$ cat src/rtl/fetch_unit.sv
// fetch_unit: instruction-fetch stage feeding register-file read / decode.
//
// Holds the architectural PC, issues word fetches to instruction memory over a
// req/ack handshake, and presents {instr, pc, pc+4} to decode under valid/stall
// flow control. A single-entry skid register absorbs a word that returns while
// decode is stalled. Redirects from downstream reload the PC and flush.
//
// Optional feature: define FETCH_CNT_EN to add o_fetch_cnt, a wrapping count of
// instructions consumed by decode.
//
// Ports:
//   i_clk, i_rst          clock (rising edge), asynchronous active-high reset
//   o_imem_req/o_imem_addr fetch request and word byte address (held until ack)
//   i_imem_ack/i_imem_data memory response; data valid when ack=1
//   i_stall               decode cannot accept this cycle
//   i_redirect/_pc        load new PC (low two bits forced to 00) and flush
//   o_valid/o_instr/o_pc/o_pc4  instruction slot presented to decode
//   o_fetch_cnt           consumed-instruction count (FETCH_CNT_EN only)

module fetch_unit #(
    parameter logic [31:0] RESET_PC = 32'h0000_0000,
    parameter int unsigned CNT_W    = 32
) (
    input  logic        i_clk,
    input  logic        i_rst,
    output logic        o_imem_req,
    output logic [31:0] o_imem_addr,
    input  logic        i_imem_ack,
    input  logic [31:0] i_imem_data,
    input  logic        i_stall,
    input  logic        i_redirect,
    input  logic [31:0] i_redirect_pc,
    output logic        o_valid,
    output logic [31:0] o_instr,
    output logic [31:0] o_pc,
    output logic [31:0] o_pc4
`ifdef FETCH_CNT_EN
    ,
    output logic [CNT_W-1:0] o_fetch_cnt
`endif
);

    localparam logic [1:0] ST_FETCH   = 2'd0;
    localparam logic [1:0] ST_HOLD    = 2'd1;
    localparam logic [1:0] ST_DISCARD = 2'd2;

    logic [1:0]  state_q, state_d;
    logic [31:0] pc_q, pc_d;
    logic [31:0] disc_addr_q, disc_addr_d;
    logic [31:0] skid_q, skid_d;
    logic        valid_q, valid_d;
    logic [31:0] instr_q, instr_d;
    logic [31:0] opc_q, opc_d;
    logic [31:0] opc4_q, opc4_d;

    logic        consume;
    logic        slot_free;
    logic        req;
    logic        ack;
    logic [31:0] redirect_pc_al;
    logic [31:0] pc_inc;

    assign consume        = valid_q & ~i_stall;
    assign slot_free      = ~valid_q | ~i_stall;
    assign req            = (state_q != ST_HOLD);
    assign ack            = req & i_imem_ack;
    assign redirect_pc_al = {i_redirect_pc[31:2], 2'b00};
    assign pc_inc         = pc_q + 32'd4;

    // Low target bits are architecturally ignored.
    logic unused_redirect_lsb;
    assign unused_redirect_lsb = ^i_redirect_pc[1:0];

    always_comb begin
        state_d     = state_q;
        pc_d        = pc_q;
        disc_addr_d = disc_addr_q;
        skid_d      = skid_q;
        valid_d     = valid_q;
        instr_d     = instr_q;
        opc_d       = opc_q;
        opc4_d      = opc4_q;

        if (i_redirect) begin
            pc_d    = redirect_pc_al;
            valid_d = 1'b0;
            skid_d  = '0;
            case (state_q)
                ST_FETCH: begin
                    // A request still in flight must be drained before refetching.
                    if (!i_imem_ack) begin
                        state_d     = ST_DISCARD;
                        disc_addr_d = pc_q;
                    end
                end
                ST_HOLD:    state_d = ST_FETCH;
                ST_DISCARD: state_d = ST_DISCARD;
                default:    state_d = ST_FETCH;
            endcase
        end else begin
            case (state_q)
                ST_FETCH: begin
                    if (ack) begin
                        pc_d = pc_inc;
                        if (slot_free) begin
                            valid_d = 1'b1;
                            instr_d = i_imem_data;
                            opc_d   = pc_q;
                            opc4_d  = pc_inc;
                        end else begin
                            skid_d  = i_imem_data;
                            state_d = ST_HOLD;
                        end
                    end else if (consume) begin
                        valid_d = 1'b0;
                    end
                end
                ST_HOLD: begin
                    // The skid word sits at pc_q - 4 because pc advanced on capture.
                    if (consume) begin
                        valid_d = 1'b1;
                        instr_d = skid_q;
                        opc_d   = pc_q - 32'd4;
                        opc4_d  = pc_q;
                        state_d = ST_FETCH;
                    end
                end
                ST_DISCARD: begin
                    if (ack) begin
                        state_d = ST_FETCH;
                    end
                end
                default: state_d = ST_FETCH;
            endcase
        end
    end

    always_ff @(posedge i_clk or posedge i_rst) begin
        if (i_rst) begin
            state_q     <= ST_FETCH;
            pc_q        <= RESET_PC;
            disc_addr_q <= '0;
            skid_q      <= '0;
            valid_q     <= 1'b0;
            instr_q     <= '0;
            opc_q       <= '0;
            opc4_q      <= '0;
        end else begin
            state_q     <= state_d;
            pc_q        <= pc_d;
            disc_addr_q <= disc_addr_d;
            skid_q      <= skid_d;
            valid_q     <= valid_d;
            instr_q     <= instr_d;
            opc_q       <= opc_d;
            opc4_q      <= opc4_d;
        end
    end

    assign o_imem_req  = req;
    assign o_imem_addr = (state_q == ST_DISCARD) ? disc_addr_q : pc_q;
    assign o_valid     = valid_q;
    assign o_instr     = instr_q;
    assign o_pc        = opc_q;
    assign o_pc4       = opc4_q;

`ifdef FETCH_CNT_EN
    logic [CNT_W-1:0] cnt_q;

    // A flushed slot is not a consume even if decode was ready.
    always_ff @(posedge i_clk or posedge i_rst) begin
        if (i_rst) begin
            cnt_q <= '0;
        end else if (consume && !i_redirect) begin
            cnt_q <= cnt_q + {{(CNT_W-1){1'b0}}, 1'b1};
        end
    end

    assign o_fetch_cnt = cnt_q;
`else
    logic unused_cnt_w;
    assign unused_cnt_w = (CNT_W == 32'd0);
`endif

endmodule

$ cat config.mk
export PLATFORM = sky130hd
export DESIGN_NAME = fetch_unit
export DESIGN_NICKNAME = d
export VERILOG_FILES = /design/src/rtl/fetch_unit.sv
export SDC_FILE = /design/constraint.sdc
export NUM_CORES = 1
export LEC_CHECK = 0
export CAP_MARGIN = 20
export CORE_ASPECT_RATIO = 1.2
export CORE_MARGIN = 2
export CORE_UTILIZATION = 35
export CTS_CLUSTER_DIAMETER = 100
export CTS_CLUSTER_SIZE = 20
export DETAILED_ROUTE_END_ITERATION = 6
export SLEW_MARGIN = 20
export SYNTH_ARGS = -nofsm -noshare
export SYNTH_HDL_FRONTEND = slang
export SYNTH_SLANG_ARGS = --single-unit
$ cat constraint.sdc
create_clock -name i_clk -period 10.7 [get_ports i_clk]
set_clock_uncertainty 0.1 [all_clocks]
set_input_delay 2.14 -clock i_clk [delete_from_list [all_inputs] [get_ports i_clk]]
set_output_delay 2.14 -clock i_clk [all_outputs]
set_load 0.005 [all_outputs]
==> reports/results.tsv <==
stage	metric	value	unit
run_status	status	finished, final reports clean	
power	leakage power total	0.004565	uW
sta	actual slew at the worst max-slew pin	1.075	ns
detailed_routing	post-DR wirelength/cell	17.78	um
clocking	later-pin clock latency in the skew report	0.45	ns
yosys	Post-Synth Simple-Gate Area	21.63	%
yosys	Synth Flop Type	dfrtp_1	
sta	Final WS setup	5.518	ns
clocking	H-tree depth	4	
power	Power Density	181.6	nW/um^2
floorplan	DIE AREA	28340	sq um
sta	final slew viol count	0	
clocking	clock tree sinks	187	
detailed_routing	drt first-iter violations	601	
clocking	Clock Root Buffer	clkbuf_16	
floorplan	I/O pin total	199	
layout	Synth-to-Final Area Change	27.13	%
sta	RSZ-0062 raised after global routing	false	
yosys	multiplexer area fraction after synthesis	7.015	%
detailed_routing	drt drc	0	
place	GPL Wtd Cong	0.7409	
power	Worst VDD drop	0.00009901	V
layout	fillers	2551	
yosys	Async S/R FF share, synth	100.0	%
detailed_routing	total number of vias	8001	
worst_setup_path	Setup crit end kind	primary output	
sta	Final Hold Viols	0	
yosys	Seq cells post-synth	187	
global_route	first-pass GRT wire length	42360	um
worst_setup_path	critical path startpoint category	flop	
layout	Nets	1224	
layout	most common cell after layout, fill and taps aside	nand2_1	
worst_hold_path	Hold Crit Start	skid_q[15]$_DFFE_PP0P_	
global_route	initial antenna violation count	0	
yosys	main combinational cell family by area after synthesis	simple AND/OR/NAND/NOR gates	
sta	Setup TNS Final	0	ns
floorplan	# rows	65	
yosys	Compound-Gate Fraction of Synth Area	13.70	%
yosys	adder-cell share of the synthesized area	0.2647	%
sta	final period utilization	48.43	%
clocking	Post-CTS Hold Fix Bufs	0	
global_route	Total GRT Usage	18.93	%
worst_setup_path	worst flop-to-flop path startpoint	pc_q[3]$_DFFE_PP0P_	
yosys	Synth Instances	1036	
worst_hold_path	worst hold path class	flop to flop	
clocking	TritonCTS clock tree	built	
worst_setup_path	Setup CP Type	flop to primary output	
layout	Reg area	4679	sq um
global_route	global route overflow	0	
place	DP Wirelength	17250	um
layout	most frequent cells in the layout	192 x nand2_1, 190 x clkdlybuf4s50_1, 187 x dfrtp_1	
worst_setup_path	Worst R2R Setup Slack	7.62	ns
worst_setup_path	R2R cell count	5	
worst_setup_path	CP cell instances	nor2b_4 -> mux2_2 -> clkdlybuf4s50_1	
global_route	vias in the first global route	7661	
worst_hold_path	Min-Delay Path Depth	2	
worst_hold_path	hold worst-path end	skid_q[15]$_DFFE_PP0P_	
yosys	post-synth design cell area	9453	sq um
yosys	number of enable flip-flop cells after synthesis	0	
floorplan	Core Area	26430	sq um
worst_setup_path	reg-to-reg endpoint	pc_q[28]$_DFFE_PP0P_	
detailed_routing	drt pass-1 iters	5	
floorplan	Die Wd	154.0	um
sta	fmax	0.1930	GHz
layout	fraction of layout cells with a size suffix above 1	9.871	%
yosys	Seq/Total Area, Yosys	49.50	%
floorplan	Die Ht	184.0	um
detailed_routing	Post-DRT Antenna Nets	0	
yosys	Synth Warn #	0	
yosys	Syn Area/Cell	9.124	sq um
sta	# setup viols final	0	
worst_setup_path	Max FO, Critical Path	32	
sta	Max-slew headroom	28.16	%
sta	Tmin final	5.182	ns
clocking	CTS Buf Count	17	
place	dpl ws	5.636	ns
detailed_routing	final wirelength	26670	um
global_route	largest net degree at the start of global routing	119	
clocking	Post-CTS Setup Repair Bufs	0	
clocking	clk buf depth	2	
yosys	xor and xnor area share after synthesis	2.965	%
yosys	post-synth cell types	43	
worst_setup_path	Critical Path RT	8.46	ns
detailed_routing	Via density	5.334	
worst_setup_path	CP peak stage delay	0.95	ns
layout	Multi-input gate area	4374	sq um
clocking	post-cts sizing count	0	
worst_setup_path	cell family with most CP delay	simple AND/OR/NAND/NOR gates	
job	number of max-cap violations	0	
worst_setup_path	critical path arrival	2.94	ns
layout	final core occ	45.47	%
clocking	clock transition at the registers of the reported paths	0.07	ns
floorplan	starting density of the core	35.76	%
worst_setup_path	Buf+Inv Stages, Crit Path	1	
worst_setup_path	CP Launch Point	state_q[1]$_DFFE_PP0P_	
layout	ANT cells	0	
place	quantity of I/O buffers inserted on ports	190	
worst_setup_path	crit path max-delay cell type	nor2b_4	
sta	worst hold margin	0.3825	ns
tightest hold or removal path, delay by kind of cell (launching register included):
kind / cells / cell delay (ns)
and+or+nand+nor: 1 / 0.05
DFF: 1 / 0.35
AOI/OAI and AO/OA: 1 / 0.06
state kept, by name, summed over array words and instances, names as in the netlist:
name,count
disc_addr_q,30
o_instr,32
o_pc,30
o_pc4,30
o_valid,1
pc_q,30
skid_q,32
state_q,2
through the flow:
step / cell area (sq um) / power [uW] / instances
after floorplan: 9472 / 1230 / 1041
after global placement: 11470 / 1592 / 1469
after detailed placement: 11470 / 1603 / 1469
after CTS: 12020 / 2209 / 1500
after global routing: 12020 / 2307 / 1500
final: 12020 / 2183 / 1500
power by group:
part / total (uW) / switching, uW / internal [uW]
sequential: 983 / 122 / 861
clock: 602 / 291 / 312
combinational: 597 / 230 / 368
cell families after synthesis:
group / count (synthesis)
buf+inv: 112
mux: 59
flops: 187
xor+xnor: 32
other cells: 1
simple gates: 428
fa+ha+maj: 2
compound gates: 215
cell type report:
class,count,share of cell area [%]
inverters,6,0.2499
well taps,335,3.488
flip-flops and latches,187,38.94
repair buffers,199,16.39
multi-input cells,742,36.40
clock inverters,11,0.7392
clock buffers,20,3.800
layer usage:
metal / global-route usage, % / share of wire (%)
met1: 24.87 / 45
met2: 31.77 / 49
met3: 3.300 / 4.0
met4: 6.206 / 2.0
met5: 0 / 0
synthesized netlist by cell type (2+ instances only):
cell type	count	area, sq um
buf_2	9	45.04
nor3_1	8	40.04
inv_1	6	22.52
nor2b_1	2	12.51
buf_1	8	30.03
nand3b_1	2	15.01
clkbuf_1	82	307.8
xnor2_1	19	166.4
xor2_1	13	113.9
ha_1	2	25.02
a31oi_1	85	531.8
nor4_1	9	56.30
o211ai_1	2	15.01
or4_1	45	337.8
a21oi_1	5	25.02
mux2_2	58	653.1
dfrtp_1	187	4679
o31ai_1	36	270.3
nor2_1	103	386.6
nand2_1	192	720.7
and4_1	3	26.28
or3_1	19	118.9
o41ai_1	3	26.28
nand3_1	11	55.05
or2_2	4	25.02
o21ai_0	82	410.4
buf_4	6	45.04
nand4_1	18	112.6
or4b_2	2	20.02
or4b_1	2	20.02
worst max-delay path by stage:
stage | end | slack (ns) | cells past startpoint
5_1_grt | o_imem_addr[21] | 5.41 | 3
3_3_place_gp | pc_q[25]$_DFFE_PP0P_ | 5.67 | 5
4_1_cts | o_imem_addr[21] | 5.46 | 3
3_5_place_dp | pc_q[31]$_DFFE_PP0P_ | 5.64 | 5
6_report | o_imem_addr[31] | 5.52 | 3
2_1_floorplan | disc_addr_q[10]$_DFFE_PP0P_ | 3.37 | 1
Power figures use the tool's default switching activity.
